==> src/rtl/axi_wr_burst_ctrl.sv <==
// AXI write-burst sequencer: pops burst descriptors, issues AW, starts the
// data packer, tracks W completion and B responses, and keeps error status.
module axi_wr_burst_ctrl #(
  parameter int unsigned MAX_OUTSTANDING = 4,
  parameter int unsigned ERR_CNT_W       = 8
) (
  input  logic                 clk,
  input  logic                 rst,
  input  logic                 b_empty,
  output logic                 b_pop,
  input  logic [31:0]          burst_addr,
  input  logic [11:0]          burst_info,
  output logic                 axi_awvalid,
  input  logic                 axi_awready,
  output logic [31:0]          axi_awaddr,
  output logic [7:0]           axi_awlen,
  output logic [2:0]           axi_awsize,
  output logic [1:0]           axi_awburst,
  output logic                 pk_start,
  output logic [8:0]           pk_beats,
  input  logic                 axi_wvalid,
  input  logic                 axi_wready,
  input  logic                 axi_wlast,
  input  logic                 axi_bvalid,
  output logic                 axi_bready,
  input  logic [1:0]           axi_bresp,
  output logic [3:0]           outstanding,
  output logic                 busy,
  output logic [ERR_CNT_W-1:0] err_cnt,
  output logic                 err_sticky,
  input  logic                 clr_err
);

  localparam logic [1:0] ST_IDLE = 2'd0;
  localparam logic [1:0] ST_ADDR = 2'd1;
  localparam logic [1:0] ST_DATA = 2'd2;

  localparam logic [3:0] MAX_OUT = 4'(MAX_OUTSTANDING);

  logic [1:0]           state_q,       state_d;
  logic [31:0]          awaddr_q,      awaddr_d;
  logic [7:0]           awlen_q,       awlen_d;
  logic [2:0]           awsize_q,      awsize_d;
  logic                 awvalid_q,     awvalid_d;
  logic                 pk_start_q,    pk_start_d;
  logic [8:0]           pk_beats_q,    pk_beats_d;
  logic [8:0]           beat_cnt_q,    beat_cnt_d;
  logic [3:0]           outstanding_q, outstanding_d;
  logic [ERR_CNT_W-1:0] err_cnt_q,     err_cnt_d;
  logic                 err_sticky_q,  err_sticky_d;

  logic       pop;
  logic       aw_hs;
  logic       w_hs;
  logic       b_hs;
  logic       w_err;
  logic [8:0] beat_next;
  logic [8:0] exp_beats;
  logic       unused_info;

  assign unused_info = burst_info[11];

  assign aw_hs     = awvalid_q & axi_awready;
  assign w_hs      = axi_wvalid & axi_wready;
  assign b_hs      = axi_bvalid & axi_bready;
  assign beat_next = beat_cnt_q + 9'd1;
  // awlen_q stays put until the next pop, which only happens back in IDLE
  assign exp_beats = {1'b0, awlen_q} + 9'd1;

  always_comb begin
    state_d    = state_q;
    awaddr_d   = awaddr_q;
    awlen_d    = awlen_q;
    awsize_d   = awsize_q;
    awvalid_d  = awvalid_q;
    pk_start_d = 1'b0;
    pk_beats_d = '0;
    beat_cnt_d = beat_cnt_q;
    pop        = 1'b0;
    w_err      = 1'b0;

    case (state_q)
      ST_IDLE: begin
        if (!rst && !b_empty && (outstanding_q < MAX_OUT)) begin
          pop       = 1'b1;
          awaddr_d  = burst_addr;
          awlen_d   = burst_info[7:0];
          awsize_d  = burst_info[10:8];
          awvalid_d = 1'b1;
          state_d   = ST_ADDR;
        end
      end
      ST_ADDR: begin
        if (aw_hs) begin
          awvalid_d  = 1'b0;
          pk_start_d = 1'b1;
          pk_beats_d = exp_beats;
          beat_cnt_d = '0;
          state_d    = ST_DATA;
        end
      end
      ST_DATA: begin
        if (w_hs) begin
          beat_cnt_d = beat_next;
          if (axi_wlast) begin
            state_d = ST_IDLE;
            w_err   = (beat_next != exp_beats);
          end else begin
            w_err   = (beat_next == exp_beats);
          end
        end
      end
      default: state_d = ST_IDLE;
    endcase
  end

  always_comb begin
    outstanding_d = outstanding_q;
    case ({aw_hs, b_hs})
      2'b10:   outstanding_d = outstanding_q + 4'd1;
      2'b01:   outstanding_d = outstanding_q - 4'd1;
      default: outstanding_d = outstanding_q;
    endcase
  end

  // Clear takes effect first so a coincident error event still lands
  always_comb begin
    err_cnt_d    = clr_err ? '0 : err_cnt_q;
    err_sticky_d = clr_err ? 1'b0 : err_sticky_q;
    if (b_hs && axi_bresp[1]) begin
      err_sticky_d = 1'b1;
      if (err_cnt_d != '1) err_cnt_d = err_cnt_d + ERR_CNT_W'(1);
    end
    if (w_err || (axi_bvalid && !axi_bready)) err_sticky_d = 1'b1;
  end

  always_ff @(posedge clk) begin
    if (rst) begin
      state_q       <= ST_IDLE;
      awaddr_q      <= '0;
      awlen_q       <= '0;
      awsize_q      <= '0;
      awvalid_q     <= 1'b0;
      pk_start_q    <= 1'b0;
      pk_beats_q    <= '0;
      beat_cnt_q    <= '0;
      outstanding_q <= '0;
      err_cnt_q     <= '0;
      err_sticky_q  <= 1'b0;
    end else begin
      state_q       <= state_d;
      awaddr_q      <= awaddr_d;
      awlen_q       <= awlen_d;
      awsize_q      <= awsize_d;
      awvalid_q     <= awvalid_d;
      pk_start_q    <= pk_start_d;
      pk_beats_q    <= pk_beats_d;
      beat_cnt_q    <= beat_cnt_d;
      outstanding_q <= outstanding_d;
      err_cnt_q     <= err_cnt_d;
      err_sticky_q  <= err_sticky_d;
    end
  end

  assign b_pop       = pop;
  assign axi_awvalid = awvalid_q;
  assign axi_awaddr  = awaddr_q;
  assign axi_awlen   = awlen_q;
  assign axi_awsize  = awsize_q;
  assign axi_awburst = 2'b01;
  assign pk_start    = pk_start_q;
  assign pk_beats    = pk_beats_q;
  assign axi_bready  = (outstanding_q != 4'd0);
  assign outstanding = outstanding_q;
  assign busy        = (state_q != ST_IDLE) || (outstanding_q != 4'd0);
  assign err_cnt     = err_cnt_q;
  assign err_sticky  = err_sticky_q;

endmodule

==> config.mk <==
export PLATFORM = sky130hd
export DESIGN_NAME = axi_wr_burst_ctrl
export DESIGN_NICKNAME = d
export VERILOG_FILES = /design/src/rtl/axi_wr_burst_ctrl.sv
export SDC_FILE = /design/constraint.sdc
export NUM_CORES = 1
export LEC_CHECK = 0
export ABC_CLOCK_PERIOD_IN_PS = 3850
export BUFFER_PORTS_ARGS = -buffer_cell sky130_fd_sc_hd__buf_2
export CAP_MARGIN = 20
export CORE_ASPECT_RATIO = 2
export CORE_MARGIN = 4
export CORE_UTILIZATION = 52
export DETAILED_ROUTE_END_ITERATION = 8
export PLACE_DENSITY = 0.86
export SETUP_SLACK_MARGIN = 0.4
export SLEW_MARGIN = 25
export SYNTH_ARGS = -nofsm -noshare
export SYNTH_HDL_FRONTEND = slang
export SYNTH_SLANG_ARGS = --single-unit
==> constraint.sdc <==
create_clock -name clk -period 3.85 [get_ports clk]
set_input_delay 0.1925 -clock clk [delete_from_list [all_inputs] [get_ports clk]]
set_output_delay 0.1925 -clock clk [all_outputs]
set_load 0.05 [all_outputs]
# Word-level counts from Yosys, hierarchy flattened
# Index checks and enable logic that the tools add are counted.
# word_totals
reg_bits,78
inputBits,55
out_inout_bits,72
wordCells,79
# op_classes
n_addsub,5
order_cmp,1
eq_ne,11
muxes,24
bitwise,5
reduce_logical,22
# ops
operator,n
$mux W8,3
$mux W9,2
$pmux W9 S2,1
$mux W1,11
$add A8 B1 Y9 const B,1
$add A9 B1 Y9 const B,1
$eq A9 B9 Y1,1
$ne A9 B9 Y1,1
$add A8 B1 Y8 const B,1
$mux W2,4
$ne A2 B2 Y1 const B,4
$ne A8 B8 Y1 const B,1
$pmux W4 S2,1
$reduce_bool A2 Y1,4
$pmux W2 S3,1
$reduce_and A3 Y1,2
$add A4 B1 Y4 const B,1
$eq A2 B1 Y1 const B,2
$eq A2 B2 Y1 const B,2
$logic_and A1 B1 Y1,4
$lt A4 B3 Y1 const B,1
$reduce_and A4 Y1,1
$reduce_bool A4 Y1,1
$sub A4 B1 Y4 const B,1
10 further kinds,16

# Logic depth before layout (Yosys ltp)
# Gate-level depths: netlist (run 1).
# logic_depth
ltp_word,7
ltp_mapped,10
ltp_nobuf,10

# Least setup slack after synthesis (run 1)
# OpenSTA, ideal clock, no wires.
# synth_timing
kind,flip-flop to flip-flop
startpoint,"register outstanding_q[0], in the netlist outstanding[0]"
endpoint,"register outstanding_q[3], in the netlist outstanding[3]"
setup_ps,70
arrival_time_ps,2791
required_time_ps,3780
path_slack_ps,988
path_stages_with_launch,11
path_buffers,0
synth_period_minus_slack_ps,2862
cell_sequence,dfxtp_1 > nor4_1 > inv_1 > and2_1 > ha_1 > ha_1 > a21o_1 > a21oi_1 > xnor2_1 > or3_1 > a21oi_1
# synth_between
elab_chain_len,4
elab_cells_between_ends,8
cone_classes,add/sub (2); eq/ne (2); mux (1); bitwise (1); reduce/logical (2)
# synth_lines
item,line,rtl
"start, declared",48,"logic [3:0] outstanding_q, outstanding_d;"
"start signal, assigned",159,outstanding_q <= outstanding_d;
$reduce_bool A4 Y1 *,173,assign axi_bready = (outstanding_q != 4'd0);
via axi_bready,25,"output logic axi_bready,"
$and A1 B1 Y1 *,65,assign b_hs = axi_bvalid & axi_bready;
$eq A2 B1 Y1 or $eq A2 B2 Y1 (tied branches),119,"case ({aw_hs, b_hs})"
$pmux W4 S2 or $reduce_bool A2 Y1 (tied branches),n/a,
# The timed path passes the listed nets; every way through them passes the cells marked *.
# A chain may end at the register's enable or synchronous reset.

# Worst setup path after layout (run 1)
# layout_timing
startpoint,"register outstanding_q[0], in the netlist outstanding[0]"
endpoint,"register outstanding_q[3], in the netlist outstanding[3]"
# layout_between
elab_chain_len,4
elab_cells_between_ends,8
cone_classes,add/sub (2); eq/ne (2); mux (1); bitwise (1); reduce/logical (2)
# layout_lines
item,line
$reduce_bool A4 Y1,173
$and A1 B1 Y1,65
$eq A2 B1 Y1 or $eq A2 B2 Y1 (tied branches),119
$pmux W4 S2 or $reduce_bool A2 Y1 (tied branches),n/a
# Several ways; a longest one is shown, not always the timed one.

==> results of run 1 <==
[placed cells by master (no fill, tap or decap), drive strengths merged, types with 2 or more instances in the layout]
cell type,n
nor4,3
bufinv,2
xor2,16
ha,6
a21oi,63
buf,125
o21ai,9
and2,3
nand3,12
nand4,7
inv,7
nand2,100
nor2b,5
or3,4
nor3,7
and3,3
dfxtp,78
nor3b,2
clkinv,2
xnor2,11
clkbuf,13
nand2b,3
nor2,35
and4,2
conb,2
[critical path: cells and delay by family, from the launching register on]
kind	cells	cell delay, ns
compound gates	3	0.48
flops	1	0.35
buf+inv	1	0.12
simple gates	3	0.92
fa+ha+maj	2	0.50
xor+xnor	1	0.09
[where the power goes]
part           switching (mW)  internal (mW)
clock                   0.312          0.619
combinational           0.400          0.143
sequential             0.0394          0.855
[kinds of logic (layout without fill, tap and decap cells)]
| family | after synthesis | in the layout | share of synthesized area |
|---|---|---|---|
| AO/OA/AOI/OAI | 80 | 80 | 0.130 |
| XOR/XNOR | 27 | 27 | 0.0709 |
| adder cells (fa/ha/maj) | 7 | 7 | 0.0285 |
| buffers and inverters | 29 | 149 | 0.0349 |
| flip-flops | 78 | 78 | 0.468 |
| multiplexers | 1 | 1 | 0.00300 |
| other | 2 | 2 | 0.00225 |
| AND/OR/NAND/NOR | 191 | 191 | 0.262 |
[final cells by class]
type                    instances  area (um2)  area share
flip-flops and latches         78        1560       0.361
clock inverters                 3        65.1      0.0150
inverters                       8        30.0     0.00694
multi-input cells             308        1660       0.384
repair buffers                125         633       0.146
clock buffers                  13         270      0.0624
well taps                      86         108      0.0249
[registers in the layout, summed over array words and instances (netlist names)]
| name | cells |
|---|---|
| axi_awvalid | 1 |
| err_cnt | 8 |
| beat_cnt_q | 9 |
| pk_beats | 9 |
| err_sticky | 1 |
| state_q | 2 |
| axi_awaddr | 32 |
| outstanding | 4 |
| axi_awsize | 3 |
| axi_awlen | 8 |
| pk_start | 1 |
[metal layers]
layer,GRT usage,vias up,part of all wire
met1,0.233,1484,0.35
met2,0.437,112,0.55
met5,0,-,0
li1,-,1618,-
met3,0.0621,29,0.053
met4,0.134,0,0.044
[path summary, 6_finish.rpt]
| path | startpoint | endpoint | slack [ns] | cells past startpoint |
|---|---|---|---|---|
| hold / removal | burst_addr[30] | axi_awaddr[30]$_SDFFE_PP0P_ | 0.09 | 3 |
| hold reg to reg | axi_awaddr[10]$_SDFFE_PP0P_ | axi_awaddr[10]$_SDFFE_PP0P_ | 0.45 | 2 |
| setup / recovery | outstanding[0]$_SDFFE_PP0P_ | outstanding[3]$_SDFFE_PP0P_ | 1.32 | 10 |
| setup reg to reg | outstanding[0]$_SDFFE_PP0P_ | outstanding[3]$_SDFFE_PP0P_ | 1.32 | 10 |
[through the flow]
stage	instance area (um2)	hold WS (ns)
global placement	3990	0.433
CTS	4330	0.0814
finish	4330	0.0901
global route	4330	0.0902
detailed placement	3990	0.439
floorplan	3330	0.329
==> reports/results.ini, run 1 <==
[global_routing]
grt_pass1_vias=3269
grt_max_degree=51
track_usage=0.237
grt_overflow=0
grt_first_pass_wirelength_mm=14.6
grt_antenna_before_repair=0

[setup_path]
path_max_fanout=5
critPathSlowestCell=nor4_1
slowest_delay_ns=0.43
critPathArrivalTime_ns=2.80
critical_path_required_ns=4.11
cp-end-kind=flop
startpoint_type=flop
crit_type=reg -> reg
path_cells=nor4_1, inv_1, and2_1, ha_1, ha_1, a21o_1, a21oi_1, xnor2_1, or3_1, a21oi_1

[placement]
gp_congestion=0.896
dpl.hpwl_mm=6.55
port_buffers=122
dp.cells=605
dp_slack_ns=1.33

[pwr]
powerDensity_mw_per_mm2=547
p_leak_nw=1.97
power_mw=2.37
ir_drop_mv=0.469

[timing]
period_needed_ns=2.53
max_freq_ghz=0.395
finalClockSkew_ns=0.00313
fin_setup_tns_ns=0
final_max_slew_viol_count=0
fin_crit_sh=0.658
relSlewSlack=0.390
setup-violations-final=0
worst_pin_slew_ns=0.914
timing.final.ws_setup_ns=1.32
hold_viol=0
rsz0062_at_grt=false

[final_layout]
diodes=0
nFillCells=540
fin_cells=621
utilization=0.692
fin_nets=592
drive_above_1_share=0.280
syn_to_final_growth_pct=29.8

[cts]
post-cts-setup-buffers=0
cts-root-buf=clkbuf_16
cts_tree=built
clock-sinks=78
path_clk_slew_ns=0.06
cts.path.max_buffers=2
cts_made_buffers=9
cts_resized=0
cts_hold_repair.buffers=0
htreeDepth=3
clock_latency_ns=0.33

[yosys]
synth_edf_count=0
synth_area_leaders=dfxtp_1, nand2_1, a21oi_1
yosys.area.top_type=dfxtp_1
avgSynthCellArea_um2=8.03
ys.flop_type=dfxtp_1
ys_top_cells_by_count=nand2_1, dfxtp_1, a21oi_1, nor2_1, clkbuf_1
yosysMostFrequentCell=nand2_1
synthArstFlopShare=0
netlist_instances=415
synth.cell_area_mm2=0.00333
synth_top_area_frac=0.468
synth_seq_area_share=0.468
synth.distinct_cells=44
synth_seq_cells=78
syn_nets=477
ys.warnings.count=0

[drt]
viasPerCell=5.22
post_drt_wl_per_cell_um=14.3
antenna_left=0
wl_mm=8.90
dr.pass1.iters=4
drc=0
vias=3243
dr.first_iter.drc_count=197

[floorplanning]
dieArea_mm2=0.00783
start_util=0.533
io_pins=127
fp.dieW_um=64.6
rows=41
core_area_mm2=0.00626
die_h_um=121

[flow_run]
cap_violations=0

[worst_hold_path]
hold_class=in -> reg

[run_status]
status=completed

(Power assumes the default switching activity.)
==> run 2, diff against run 1 <==
--- a/config.mk
+++ b/config.mk
@@ -5,14 +5,14 @@
 export SDC_FILE = /design/constraint.sdc
 export NUM_CORES = 1
 export LEC_CHECK = 0
-export ABC_CLOCK_PERIOD_IN_PS = 3850
+export ABC_CLOCK_PERIOD_IN_PS = 2100
 export BUFFER_PORTS_ARGS = -buffer_cell sky130_fd_sc_hd__buf_2
 export CAP_MARGIN = 20
 export CORE_ASPECT_RATIO = 2
 export CORE_MARGIN = 4
-export CORE_UTILIZATION = 52
+export CORE_UTILIZATION = 44
 export DETAILED_ROUTE_END_ITERATION = 8
-export PLACE_DENSITY = 0.86
+export PLACE_DENSITY = 0.78
 export SETUP_SLACK_MARGIN = 0.4
 export SLEW_MARGIN = 25
 export SYNTH_ARGS = -nofsm -noshare
==> constraint.sdc (replaced) <==
create_clock -name clk -period 2.1 [get_ports clk]
set_input_delay 0.105 -clock clk [delete_from_list [all_inputs] [get_ports clk]]
set_output_delay 0.105 -clock clk [all_outputs]
set_load 0.05 [all_outputs]
==> reports/results.ini, run 2 (synthesis gave the netlist of run 1 again) <==
[run_status]
status=finished with violations
violations=setup timing

[placement]
gp_congestion=0.830  ; -7.4%
dpl_cell_area_mm2=0.00419  ; +4.9%
dpl.hpwl_mm=6.85  ; +4.7%
port_buffers=122  ; unchanged

[setup_path]
critPathArrivalTime_ns=2.44  ; -0.36 ns
r2r_slack_ns=-0.08  ; -1.39 ns
r2r_start=outstanding[3]$_SDFFE_PP0P_
critical_path_required_ns=2.36  ; -1.75 ns
cp-end-kind=flop
path_max_fanout=2  ; -3
crit_type=reg -> reg
crit_family=simple AND/OR/NAND/NOR gates
path_cells=nor4_4, inv_4, and2_4, ha_4, ha_4, a21o_1, a21oi_2, xnor2_1, or3_1, a21oi_2
r2r_cells=10  ; unchanged
critPathSlowestCell=dfxtp_4
cp_num_buf_inv=1  ; unchanged
reg2reg_to=outstanding[3]$_SDFFE_PP0P_
slowest_delay_ns=0.35  ; -0.08 ns
startpoint_type=flop

[global_routing]
grt_max_degree=65  ; +27%
grt_first_pass_wirelength_mm=15.6  ; +6.9%
grt_overflow=0  ; unchanged
grt_pass1_vias=3413  ; +4.4%
track_usage=0.217  ; -0.0205
grt_antenna_before_repair=0  ; unchanged

[final_layout]
register_area_mm2=0.00162  ; +3.6%
fin_nets=632  ; +6.8%
nFillCells=601  ; +11%
final_common_cell=buf_2
final_cell_area_mm2=0.00497  ; +15%
multiInputGateArea_mm2=0.00182  ; +9.9%
drive_above_1_share=0.377  ; +0.0970
largest_reg_flops=32  ; unchanged
final_cell_mix=buf_2, nand2_1, a21oi_1
syn_to_final_growth_pct=49.0

[flow_run]
cap_violations=0  ; unchanged

[drt]
dr.pass1.iters=4  ; unchanged
wl_mm=10.3  ; +15%
dr.first_iter.drc_count=194  ; -1.5%
viasPerCell=5.18  ; -0.82%
vias=3465  ; +6.8%
antenna_left=0  ; unchanged
drc=0  ; unchanged
post_drt_wl_per_cell_um=15.3  ; +7.0%

[timing]
relSlewSlack=0.565  ; +0.174
final_max_slew_viol_count=0  ; unchanged
finalClockSkew_ns=0.00919  ; +0.00606 ns
hold_viol=0  ; unchanged
timing.final.ws_setup_ns=-0.0796  ; -1.39 ns
rsz0062_at_grt=true
fin_crit_sh=1.04  ; +0.380
max_freq_ghz=0.459  ; +16%
setup-violations-final=1  ; +1
worst_pin_slew_ns=0.653  ; -0.261 ns
period_needed_ns=2.18  ; -0.355 ns

[floorplanning]
rows=44  ; +7.3%
dieArea_mm2=0.00912  ; +16%
start_util=0.455  ; -0.0774
core_area_mm2=0.00732  ; +17%
io_pins=127  ; unchanged
fp.dieW_um=69.5  ; +7.6%
die_h_um=131  ; +8.1%

[pwr]
power_mw=4.70  ; +98%
p_leak_nw=2.19  ; +11%
ir_drop_mv=0.621  ; +33%
powerDensity_mw_per_mm2=946  ; +73%

[worst_hold_path]
hold_depth=3  ; unchanged
holdPathEnd=axi_awaddr[2]$_SDFFE_PP0P_
hold_class=in -> reg
hold_start=burst_addr[2]

[cts]
htreeDepth=3  ; unchanged
cts-root-buf=clkbuf_16
cts.path.max_buffers=2  ; unchanged
clock_latency_ns=0.34  ; about the same
cts_made_buffers=9  ; unchanged
clock-sinks=78  ; unchanged
path_clk_slew_ns=0.06  ; about the same
cts_tree=built

## run 2: cell count changes in the layout (fill, tap and decap cells not counted), sizes merged, moves of 2 or more
cell	delta
diode	+2
inv	+4
clkbuf	-2
dlygate4sd3	+21
buf	+19
## run 2: layout make-up
| class | instances | share of cell area |
|---|---|---|
| clock buffers | 11 | 0.0554 |
| repair buffers | 165 | 0.208 |
| diodes | 2 | 0.00101 |
| multi-input cells | 308 | 0.367 |
| inverters | 8 | 0.00806 |
| flip-flops and latches | 78 | 0.326 |
| well taps | 92 | 0.0232 |
| clock inverters | 5 | 0.0118 |
## run 2: power by group
group	internal, mW	switching, mW	total [mW]
clock network	1.07	0.630	1.70
logic	0.504	0.849	1.35
registers	1.57	0.0786	1.65
## run 2: per-stage QoR
stage	utilization	TNS (ns)	instances	setup slack, ns	hold slack, ns
5_1_grt	0.678	-0.245	667	-0.190	0.0110
3_3_place_gp	0.572	-0.0556	619	-0.0556	0.338
6_report	0.678	-0.0796	669	-0.0796	0.0145
2_1_floorplan	-	-0.216	415	-0.216	0.231
4_1_cts	0.668	-0.150	664	-0.150	0.000196
3_5_place_dp	0.572	-0.124	619	-0.124	0.348
## run 2: timing repair
action	4_1_cts	5_1_grt
pin swaps	15	13
endpoints found under the setup margin	5	20
hold buffers	21	0
endpoints found under the hold margin	21	0
buffers inserted	8	3
gates resized for setup	20	15
## run 2: metal layers
layer | track usage | up-vias | wire, um
met5 | 0 | - | 0
met3 | 0.0527 | 34 | 550
met4 | 0.154 | 0 | 414
met1 | 0.203 | 1598 | 3500
li1 | - | 1703 | -
met2 | 0.408 | 130 | 5800
## run 2: worst max path at each step
stage                                 from                     endpoint  slack [ns]  cells past startpoint
2_1_floorplan  outstanding[3]$_SDFFE_PP0P_  outstanding[3]$_SDFFE_PP0P_       -0.22                     10
3_3_place_gp   outstanding[3]$_SDFFE_PP0P_  outstanding[3]$_SDFFE_PP0P_       -0.06                     10
3_5_place_dp   outstanding[3]$_SDFFE_PP0P_  outstanding[3]$_SDFFE_PP0P_       -0.12                     10
4_1_cts        outstanding[2]$_SDFFE_PP0P_  outstanding[3]$_SDFFE_PP0P_       -0.15                     10
5_1_grt        outstanding[3]$_SDFFE_PP0P_  outstanding[3]$_SDFFE_PP0P_       -0.19                     10
6_report       outstanding[3]$_SDFFE_PP0P_  outstanding[3]$_SDFFE_PP0P_       -0.08                     10
## run 2: tightest hold or removal path, stage by stage
cell and delay, ns:
buf_2 0.10, nand2_1 0.04, a21oi_1 0.05
